$ cat src/rtl/branch_unit.sv
// Branch resolution unit: owns the fetch PC, resolves conditional branches
// against the ALU's registered flags, and stalls one cycle when a branch
// arrives together with the ALU op whose flags it depends on.
module branch_unit #(
    parameter int PC_WIDTH  = 8,
    parameter int CNT_WIDTH = 8
) (
    input  logic                 clk,
    input  logic                 rst,
    input  logic                 alu_issue,
    input  logic                 zf,
    input  logic                 sf,
    input  logic                 of,
    input  logic                 pc_en,
    input  logic                 br_valid,
    input  logic [2:0]           br_cond,
    input  logic [PC_WIDTH-1:0]  br_target,
    output logic                 br_ready,
    output logic [PC_WIDTH-1:0]  pc,
    output logic                 fetch_valid,
    output logic                 taken,
    output logic [CNT_WIDTH-1:0] taken_cnt
);

    typedef enum logic [1:0] {
        RUN   = 2'd0,
        HOLD  = 2'd1,
        FLUSH = 2'd2
    } state_t;

    state_t                 state_q, state_d;
    logic [PC_WIDTH-1:0]    pc_q, pc_d;
    logic [PC_WIDTH-1:0]    target_q, target_d;
    logic [2:0]             cond_q, cond_d;
    logic                   taken_q, taken_d;
    logic [CNT_WIDTH-1:0]   cnt_q, cnt_d;

    // Condition evaluation against the flags presented this cycle.
    function automatic logic cond_met(input logic [2:0] c, input logic z,
                                      input logic s, input logic o);
        logic lt;
        lt = s ^ o;
        case (c)
            3'b000:  cond_met = 1'b1;
            3'b001:  cond_met = z;
            3'b010:  cond_met = !z;
            3'b011:  cond_met = lt;
            3'b100:  cond_met = !lt;
            3'b101:  cond_met = !z && !lt;
            3'b110:  cond_met = z || lt;
            default: cond_met = 1'b0;
        endcase
    endfunction

    // Combinational handshake/fetch outputs, forced low while in reset.
    always_comb begin
        fetch_valid = !rst && (state_q == RUN);
        br_ready    = !rst && (state_q == RUN) && !alu_issue;
    end

    assign pc        = pc_q;
    assign taken     = taken_q;
    assign taken_cnt = cnt_q;

    // Next-state, PC and branch-resolution logic.
    always_comb begin
        state_d  = state_q;
        pc_d     = pc_q;
        target_d = target_q;
        cond_d   = cond_q;
        taken_d  = 1'b0;
        cnt_d    = cnt_q;
        case (state_q)
            RUN: begin
                if (br_valid && !alu_issue) begin
                    if (cond_met(br_cond, zf, sf, of)) begin
                        pc_d    = br_target;
                        taken_d = 1'b1;
                        if (cnt_q != '1) cnt_d = cnt_q + 1'b1;
                        state_d = FLUSH;
                    end else begin
                        pc_d = pc_q + 1'b1;
                    end
                end else if (br_valid && alu_issue) begin
                    cond_d   = br_cond;
                    target_d = br_target;
                    state_d  = HOLD;
                end else if (pc_en) begin
                    pc_d = pc_q + 1'b1;
                end
            end
            HOLD: begin
                if (cond_met(cond_q, zf, sf, of)) begin
                    pc_d    = target_q;
                    taken_d = 1'b1;
                    if (cnt_q != '1) cnt_d = cnt_q + 1'b1;
                    state_d = FLUSH;
                end else begin
                    pc_d    = pc_q + 1'b1;
                    state_d = RUN;
                end
            end
            FLUSH: begin
                state_d = RUN;
            end
            default: begin
                state_d = RUN;
            end
        endcase
    end

    // State registers with synchronous active-high reset.
    always_ff @(posedge clk) begin
        if (rst) begin
            state_q  <= RUN;
            pc_q     <= '0;
            target_q <= '0;
            cond_q   <= '0;
            taken_q  <= 1'b0;
            cnt_q    <= '0;
        end else begin
            state_q  <= state_d;
            pc_q     <= pc_d;
            target_q <= target_d;
            cond_q   <= cond_d;
            taken_q  <= taken_d;
            cnt_q    <= cnt_d;
        end
    end

endmodule
$ cat config.mk
export PLATFORM = sky130hd
export DESIGN_NAME = branch_unit
export DESIGN_NICKNAME = d
export VERILOG_FILES = /design/src/rtl/branch_unit.sv
export SDC_FILE = /design/constraint.sdc
export NUM_CORES = 1
export LEC_CHECK = 0
export ABC_AREA = 1
export BUFFER_PORTS_ARGS = -buffer_cell sky130_fd_sc_hd__buf_2
export CORE_MARGIN = 4
export CORE_UTILIZATION = 55
export DETAILED_ROUTE_END_ITERATION = 7
export PLACE_DENSITY = 0.77
export RECOVER_POWER = 25
export SLEW_MARGIN = 25
export SYNTH_ARGS = -nofsm -noshare
export SYNTH_HDL_FRONTEND = slang
export SYNTH_SLANG_ARGS = --single-unit
$ cat constraint.sdc
create_clock -name clk -period 1.9 [get_ports clk]
set_input_delay 0.285 -clock clk [delete_from_list [all_inputs] [get_ports clk]]
set_output_delay 0.285 -clock clk [all_outputs]
set_load 0.01 [all_outputs]
==> reports/metrics.cfg, run 1 <==
[status]
status = completed

[grt]
grt_pass1_vias = 1820
grt_pass1_wl_um = 7910
grt_usage = 0.223
grt_max_degree = 22
antenna_found_initial = 0
gr-total-overflow = 0

[setup_path]
cp-end-kind = flop
worstPathArrival_ps = 1890
start_kind = flop
cp.required_ps = 2120
worstReg2RegEnd = taken_cnt[1]
reg2reg_depth = 7
crit_type = reg2reg
cp_max_fo = 9
regToRegSetupSlack_ps = 230
r2r_start = taken_cnt[0]

[worst_hold_path]
holdCritStartpoint = br_target[7]
hold_class = in2reg
min_delay_worst_endpoint = target_q[7]
holdPathStages = 3

[route]
drtPass1Iterations = 4
finalWirelength_um = 4700
vias = 2031
drt_iter0_markers = 120
drc = 0
wire_per_inst_um = 12.2
ant_nets = 0
avgViaCountPerCell = 5.28

[clock_tree]
htreeDepth = 2
cts_hold_buf = 0
cts_tree = yes
clk_pin_slew_ps = 100
clkLatencyLatePin_ps = 330
cts.sinks = 30
cts-root-buf = clkbuf_4
post_cts_buffers = 0
clk_path_buf_depth = 2
cts_inserted_buffers = 5
postCtsResizedCells = 0

[synth]
syn_area_per_cell_um2 = 6.54
ys_seq_elements = 30
ys_warn_count = 0
synthesis.area_um2 = 1960
syn_nets = 321
ys_seq_area_frac = 0.306
synth_cell_types = 27
synthCells = 300

[sta]
rsz0062_at_grt = false
finClkSkew_ps = 9.97
finalHoldViolations = 0
setup_viol = 0
final-max-slew-violation-count = 0
fmax_mhz = 600
tightestPinTransition_ps = 586
fin_crit_ps = 1670
slew_headroom = 0.609
whs_ps = 221
min_period_over_period = 0.878
fin_tns_setup_ps = 0

[die]
ios = 38
die_area_um2 = 4590
die_y_um = 67.7
initial_core_util = 0.579
rows = 21
core_area_um2 = 3390
die_w_um = 67.7

[final_layout]
finalNonFillerCells = 385
final_area_um2 = 2230
final_nets = 359
diodes = 0
final_common_cell = nor2_1
drive_above_1_share = 0.204
area_delta_synth_final_pct = 13.9
layout_common_cells = 49 x nor2_1, 47 x nand2_1, 31 x nand3_1

[power]
finalPower_mw = 1.59
vdd_drop_max_v = 0.000420
p_leak_nw = 1.02
pwr_density_cell_nw_per_um2 = 714

[place]
dp.cells = 377
globalplace.congestion = 0.870
post-dp-hpwl_um = 3520
postPlaceCellArea_um2 = 2190
port_buffers = 37

[run]
drv_cap = 0

[worst max path at each step]
| stage | start | to | cells after the start |
|---|---|---|---|
| after floorplan | taken_cnt[0] | taken_cnt[0] | 8 |
| after global placement | sf | pc[1] | 13 |
| after detailed placement | of | pc[1] | 13 |
| after CTS | taken_cnt[0] | taken_cnt[1] | 7 |
| after global routing | taken_cnt[0] | taken_cnt[1] | 8 |
| final | taken_cnt[0] | taken_cnt[1] | 7 |
[synthesized netlist by cell type (all sizes together)]
library cell | n | area (um2)
buf | 3 | 16.3
xnor2 | 2 | 17.5
o21ai | 24 | 120
clkbuf | 7 | 26.3
o21bai | 1 | 7.51
a21oi | 20 | 119
ha | 2 | 25.0
nand4 | 16 | 100
nand2 | 58 | 245
dfxtp | 30 | 601
inv | 30 | 113
nand3b | 3 | 22.5
nand3 | 35 | 210
nor3 | 7 | 35.0
xor2 | 8 | 70.1
nor2 | 54 | 234
[cell families (layout without fill, tap and decap cells)]
| group | count (synthesis) | count (layout) | synth area share |
|---|---|---|---|
| simple gates | 173 | 173 | 0.432 |
| fa+ha+maj | 2 | 2 | 0.0128 |
| compound gates | 45 | 45 | 0.126 |
| flops | 30 | 30 | 0.306 |
| buf+inv | 40 | 79 | 0.0791 |
| xor+xnor | 10 | 10 | 0.0446 |
[where the power goes]
part | switching [mW] | total, mW | internal, mW
Combinational | 0.296 | 0.457 | 0.161
Clock | 0.223 | 0.402 | 0.179
Sequential | 0.0534 | 0.735 | 0.682
[per-layer routing]
| layer | wire [um] | up-vias | track usage |
|---|---|---|---|
| li1 | - | 1077 | - |
| met1 | 2180 | 898 | 0.290 |
| met2 | 2250 | 50 | 0.361 |
| met3 | 250 | 6 | 0.0516 |
| met4 | 19 | 0 | 0.0734 |
| met5 | 0 | - | 0 |
[critical path, cell delays in order (launching register included)]
cell and delay (ps):
dfxtp_1 360, ha_1 250, nand4_1 160, nor3_1 80, nor2_2 280, nand3_4 210, o21ai_1 170, nor2_1 50
[stage by stage]
step,utilization,setup WS [ps]
final,0.659,232
after global placement,0.647,184
after CTS,0.664,219
after detailed placement,0.647,149
after floorplan,-,410
after global routing,0.659,64.3
[final cells by class]
class / count / area (um2)
multi-input cells: 230 / 1210
fillers: 338 / 1150
flip-flops and latches: 30 / 601
repair buffers: 41 / 198
inverters: 30 / 113
well taps: 46 / 57.6
clock buffers: 7 / 55.1
clock inverters: 1 / 5.00
[state kept, by name, summed over array words and instances, names as in the netlist]
| register | count |
|---|---|
| pc | 8 |
| state_q | 2 |
| taken | 1 |
| cond_q | 3 |
| target_q | 8 |
| taken_cnt | 8 |
Note: power is estimated with default switching activity, not from simulation.
==> inputs of run 2 (changes only) <==
--- a/config.mk
+++ b/config.mk
@@ -6,7 +6,7 @@
 export NUM_CORES = 1
 export LEC_CHECK = 0
 export ABC_AREA = 1
-export BUFFER_PORTS_ARGS = -buffer_cell sky130_fd_sc_hd__buf_2
+export BUFFER_PORTS_ARGS = -buffer_cell sky130_fd_sc_hd__buf_4
 export CORE_MARGIN = 4
 export CORE_UTILIZATION = 55
 export DETAILED_ROUTE_END_ITERATION = 7
==> reports/metrics.cfg, run 2 (synthesized netlist as in run 1, its figures left out) <==
[status]
status = completed

[route]
ant_nets = 0  ; unchanged
finalWirelength_um = 4830  ; +2.8%
wire_per_inst_um = 12.5  ; +2.8%
vias = 2048  ; +0.84%
drt_iter0_markers = 116  ; -3.3%
drc = 0  ; unchanged
drtPass1Iterations = 4  ; unchanged
avgViaCountPerCell = 5.32  ; +0.84%

[sta]
setup_viol = 0  ; unchanged
finClkSkew_ps = 10.7  ; +0.699 ps
min_period_over_period = 0.863  ; -0.0152
fin_tns_setup_ps = 0  ; unchanged
finalHoldViolations = 0  ; unchanged
tightestPinTransition_ps = 575  ; -11.1 ps
slew_headroom = 0.616  ; +0.00740
fmax_mhz = 610  ; +1.8%
final-max-slew-violation-count = 0  ; unchanged
fin_crit_ps = 1640  ; -28.9 ps
fin_ws_ps = 261  ; +28.9 ps
rsz0062_at_grt = false

[setup_path]
cp.required_ps = 2120  ; about the same
critPathLaunch = cond_q[1]
start_kind = flop
cp_max_fo = 9  ; unchanged
regToRegSetupSlack_ps = 260  ; +30 ps
worstPathArrival_ps = 1860  ; -30 ps
r2r_start = cond_q[1]
cp-end-kind = flop
crit_type = reg2reg

[run]
drv_cap = 0  ; unchanged

[die]
initial_core_util = 0.579  ; unchanged
ios = 38  ; unchanged
die_w_um = 67.7  ; unchanged
rows = 21  ; unchanged
core_area_um2 = 3390  ; unchanged
die_y_um = 67.7  ; unchanged
die_area_um2 = 4590  ; unchanged

[grt]
grt_pass1_wl_um = 8250  ; +4.3%
antenna_found_initial = 0  ; unchanged
grt_usage = 0.234  ; +0.0111
grt_pass1_vias = 1819  ; -0.055%
grt_max_degree = 22  ; unchanged
gr-total-overflow = 0  ; unchanged

[power]
p_leak_nw = 1.04  ; +1.7%
finalPower_mw = 1.62  ; +1.4%
vdd_drop_max_v = 0.000478  ; +14%
pwr_density_cell_nw_per_um2 = 703  ; -1.5%

[clock_tree]
cts.sinks = 30  ; unchanged
cts_inserted_buffers = 5  ; unchanged
clk_path_buf_depth = 2  ; unchanged
cts_hold_buf = 0  ; unchanged
postCtsResizedCells = 0  ; unchanged
htreeDepth = 2  ; unchanged
clkLatencyLatePin_ps = 320  ; about the same
cts_tree = yes
clk_pin_slew_ps = 100  ; about the same
post_cts_buffers = 0  ; unchanged
cts-root-buf = clkbuf_4

[final_layout]
finalNonFillerCells = 385  ; unchanged
final_common_cell = nor2_1
layout_common_cells = 49 x nor2_1, 47 x nand2_1, 31 x nand3_1
regArea_um2 = 601  ; unchanged
final_area_um2 = 2300  ; +2.9%
multi_input_area_um2 = 1210  ; unchanged
nFillCells = 327  ; -3.3%
diodes = 0  ; unchanged
drive_above_1_share = 0.204  ; unchanged
area_delta_synth_final_pct = 17.2
final_nets = 359  ; unchanged

[place]
dp.cells = 377  ; unchanged
place_ws_ps = 170  ; +21.0 ps
globalplace.congestion = 0.871  ; +0.18%
postPlaceCellArea_um2 = 2280  ; +4.2%
port_buffers = 37  ; unchanged
post-dp-hpwl_um = 3520  ; about the same

[worst_hold_path]
holdCritStartpoint = rst
hold_class = in2reg

run 2: cell count changes in the layout (fill, tap and decap cells not counted):
cell	delta
buf_2	-26
buf_4	+26
run 2: final timing paths:
path                  end  cells after the start
min reg2reg   target_q[0]                      2
min          taken_cnt[6]                      2
max          taken_cnt[0]                     11
max reg2reg  taken_cnt[0]                     11
run 2: report_power, final:
part / leakage (nW) / internal (mW) / switching (mW) / total, mW
logic: 0.758 / 0.180 / 0.296 / 0.476
registers: 0.246 / 0.682 / 0.0584 / 0.741
clock network: 0.0353 / 0.179 / 0.221 / 0.400
total: 1.04 / 1.04 / 0.576 / 1.62
run 2: metal layers:
metal  wire (um)  up-vias  track usage
li1            -     1072            -
met1        2270      924        0.322
met2        2250       50        0.369
met3         276        2       0.0449
met4          27        0       0.0658
met5           0        -            0
run 2: per-stage QoR:
stage / utilization / hold slack, ps
2_1_floorplan: - / 364
5_1_grt: 0.678 / 212
3_3_place_gp: 0.674 / 446
3_5_place_dp: 0.674 / 448
6_report: 0.678 / 208
4_1_cts: 0.692 / 209
run 2: layout make-up:
cell class,count,share of cell area
Clock inverter,1,0.00218
Sequential cell,30,0.261
Inverter,30,0.0490
Tap cell,46,0.0250
Timing Repair Buffer,41,0.114
Clock buffer,7,0.0239
Multi-Input combinational cell,230,0.524
run 2: critical path, cell delays in order, from the launching register on:
cell	delay (ps)
dfxtp_1	450
inv_2	110
nand2_1	70
nor2_1	50
nand3_2	60
nand2_2	90
nor2_8	180
nand3_4	150
nand3_4	180
inv_2	50
nor2_1	90
nor2_1	50
==> inputs of run 3 (changes only) <==
--- a/config.mk
+++ b/config.mk
@@ -6,10 +6,10 @@
 export NUM_CORES = 1
 export LEC_CHECK = 0
 export ABC_AREA = 1
-export BUFFER_PORTS_ARGS = -buffer_cell sky130_fd_sc_hd__buf_4
 export CORE_MARGIN = 4
-export CORE_UTILIZATION = 55
+export CORE_UTILIZATION = 63
 export DETAILED_ROUTE_END_ITERATION = 7
+export DONT_BUFFER_PORTS = 1
 export PLACE_DENSITY = 0.77
 export RECOVER_POWER = 25
 export SLEW_MARGIN = 25
==> reports/metrics.cfg, run 3 (synthesized netlist as in run 1, its figures left out) <==
[grt]
gr-total-overflow = 0  ; unchanged
antenna_found_initial = 0  ; unchanged
grt_max_degree = 22  ; unchanged
grt_usage = 0.247  ; +0.0124
grt_pass1_wl_um = 8090  ; -1.9%
grt_pass1_vias = 1773  ; -2.5%

[setup_path]
critPathTopFamily = simple AND/OR/NAND/NOR gates
crit_chain = inv_2 -> nand4_1 -> nand2_1 -> nor2_4 -> nand2_2 -> nand3_1 -> nand3_1 -> nor2_1 -> nor2_1
worstPathArrival_ps = 1880  ; +20 ps
start_kind = flop
cp_max_fo = 8  ; -1
cpPeakStageDelay_ps = 440  ; about the same
cp.required_ps = 2120  ; about the same
crit_type = reg2reg
cp-end-kind = flop
path_buf_inv = 1  ; -1
cp_slowest_cell = dfxtp_1

[route]
avgViaCountPerCell = 5.57  ; +4.6%
drt_iter0_markers = 179  ; +54%
ant_nets = 0  ; unchanged
drtPass1Iterations = 5  ; +1
drc = 0  ; unchanged
finalWirelength_um = 4780  ; -0.95%
wire_per_inst_um = 13.7  ; +9.0%
vias = 1948  ; -4.9%

[final_layout]
nFillCells = 254  ; -22%
final_area_um2 = 2110  ; -8.1%
final_common_cell = nor2_1
drive_above_1_share = 0.153  ; -0.0509
area_delta_synth_final_pct = 7.78
final_nets = 328  ; -8.6%
layout_common_cells = 49 x nor2_1, 47 x nand2_1, 31 x nand3_1
diodes = 0  ; unchanged

[power]
combPwrFrac = 0.261  ; -0.033
switching_share = 0.358  ; +0.00203
power.switching_mw = 0.561  ; -2.6%
p_leak_nw = 0.930  ; -11%
p_int_mw = 1.01  ; -3.5%
finalPower_mw = 1.57  ; -3.2%
clockPowerShare = 0.259  ; +0.011
pwr_density_cell_nw_per_um2 = 741  ; +5.3%
seqPwrFrac = 0.480  ; +0.022
vdd_drop_max_v = 0.000661  ; +38%

[clock_tree]
htreeDepth = 2  ; unchanged
cts.sinks = 30  ; unchanged
post_cts_buffers = 0  ; unchanged
clkLatencyLatePin_ps = 340  ; +20 ps
cts-root-buf = clkbuf_4
cts_tree = yes
clk_pin_slew_ps = 100  ; about the same
clk_path_buf_depth = 2  ; unchanged
cts_inserted_buffers = 5  ; unchanged

[sta]
tightestPinTransition_ps = 522  ; -53.7 ps
fmax_mhz = 605  ; -0.84%
whs_ps = 13.3  ; -195 ps
rsz0062_at_grt = false
fin_tns_setup_ps = 0  ; unchanged
slew_headroom = 0.652  ; +0.0359
setup_viol = 0  ; unchanged
finClkSkew_ps = 16.6  ; +5.92 ps
min_period_over_period = 0.870  ; +0.00730
finalHoldViolations = 0  ; unchanged
final-max-slew-violation-count = 0  ; unchanged
fin_crit_ps = 1650  ; +13.9 ps

[die]
initial_core_util = 0.682  ; +0.103
die_area_um2 = 4070  ; -11%
core_area_um2 = 2880  ; -15%
rows = 19  ; -9.5%
die_w_um = 63.8  ; -5.8%
die_y_um = 63.8  ; -5.8%
ios = 38  ; unchanged

[status]
status = completed

[place]
post-dp-hpwl_um = 3410  ; -3.0%
postPlaceCellArea_um2 = 2020  ; -11%
port_buffers = 0  ; -100%
globalplace.congestion = 0.834  ; -4.2%

[run]
drv_cap = 0  ; unchanged

[worst_hold_path]
hold_class = in2reg

[run 3: cell types whose count changed in the layout (fill, tap and decap cells not counted)]
cell	before	now
clkbuf_1	13	1
dlygate4sd3_1	0	3
buf_4	29	7
[run 3: worst reg2reg max path: stages, from the launching register on]
cell	delay [ps]
dfxtp_1	440
inv_2	110
nand4_1	90
nand2_1	100
nor2_4	250
nand2_2	160
nand3_1	100
nand3_1	70
nor2_1	180
nor2_1	60
[run 3: cell type report]
type                    instances  area (um2)  area share
clock buffers                   7        55.1      0.0260
clock inverters                 1        5.00     0.00237
inverters                      30         113      0.0533
multi-input cells             230        1210       0.570
flip-flops and latches         30         601       0.284
well taps                      42        52.6      0.0249
repair buffers                 10        82.6      0.0391
[run 3: power by group through the flow]
stage / Combinational (mW) / Clock [mW] / Sequential (mW)
final: 0.409 / 0.405 / 0.752
after detailed placement: 0.394 / 0 / 0.766
after floorplan: 0.316 / 0 / 0.756
after global placement: 0.389 / 0 / 0.764
after global routing: 0.462 / 0.436 / 0.762
after CTS: 0.403 / 0.407 / 0.751
[run 3: per-layer routing]
metal | part of all wire | GRT usage
met1 | 0.47 | 0.343
met2 | 0.45 | 0.382
met3 | 0.065 | 0.0630
met4 | 0.012 | 0.0593
met5 | 0 | 0
[run 3: repair_timing]
item | CTS | global route
hold buffers | 2 | 1
gates resized for setup | 0 | 0
hold endpoints to repair | 4 | 2
[run 3: final timing paths]
| check | cells after the start | endpoint | start | slack [ps] |
|---|---|---|---|---|
| max | 9 | pc[2] | cond_q[1] | 250 |
| min | 1 | taken | rst | 10 |
| max reg2reg | 9 | pc[2] | cond_q[1] | 250 |
| min reg2reg | 2 | target_q[0] | target_q[0] | 460 |
[run 3: stage by stage]
stage	setup slack, ps	utilization	std cells
2_1_floorplan	410	-	300
3_3_place_gp	285	0.704	339
3_5_place_dp	283	0.704	339
4_1_cts	274	0.732	349
5_1_grt	92.5	0.735	350
6_report	247	0.735	350
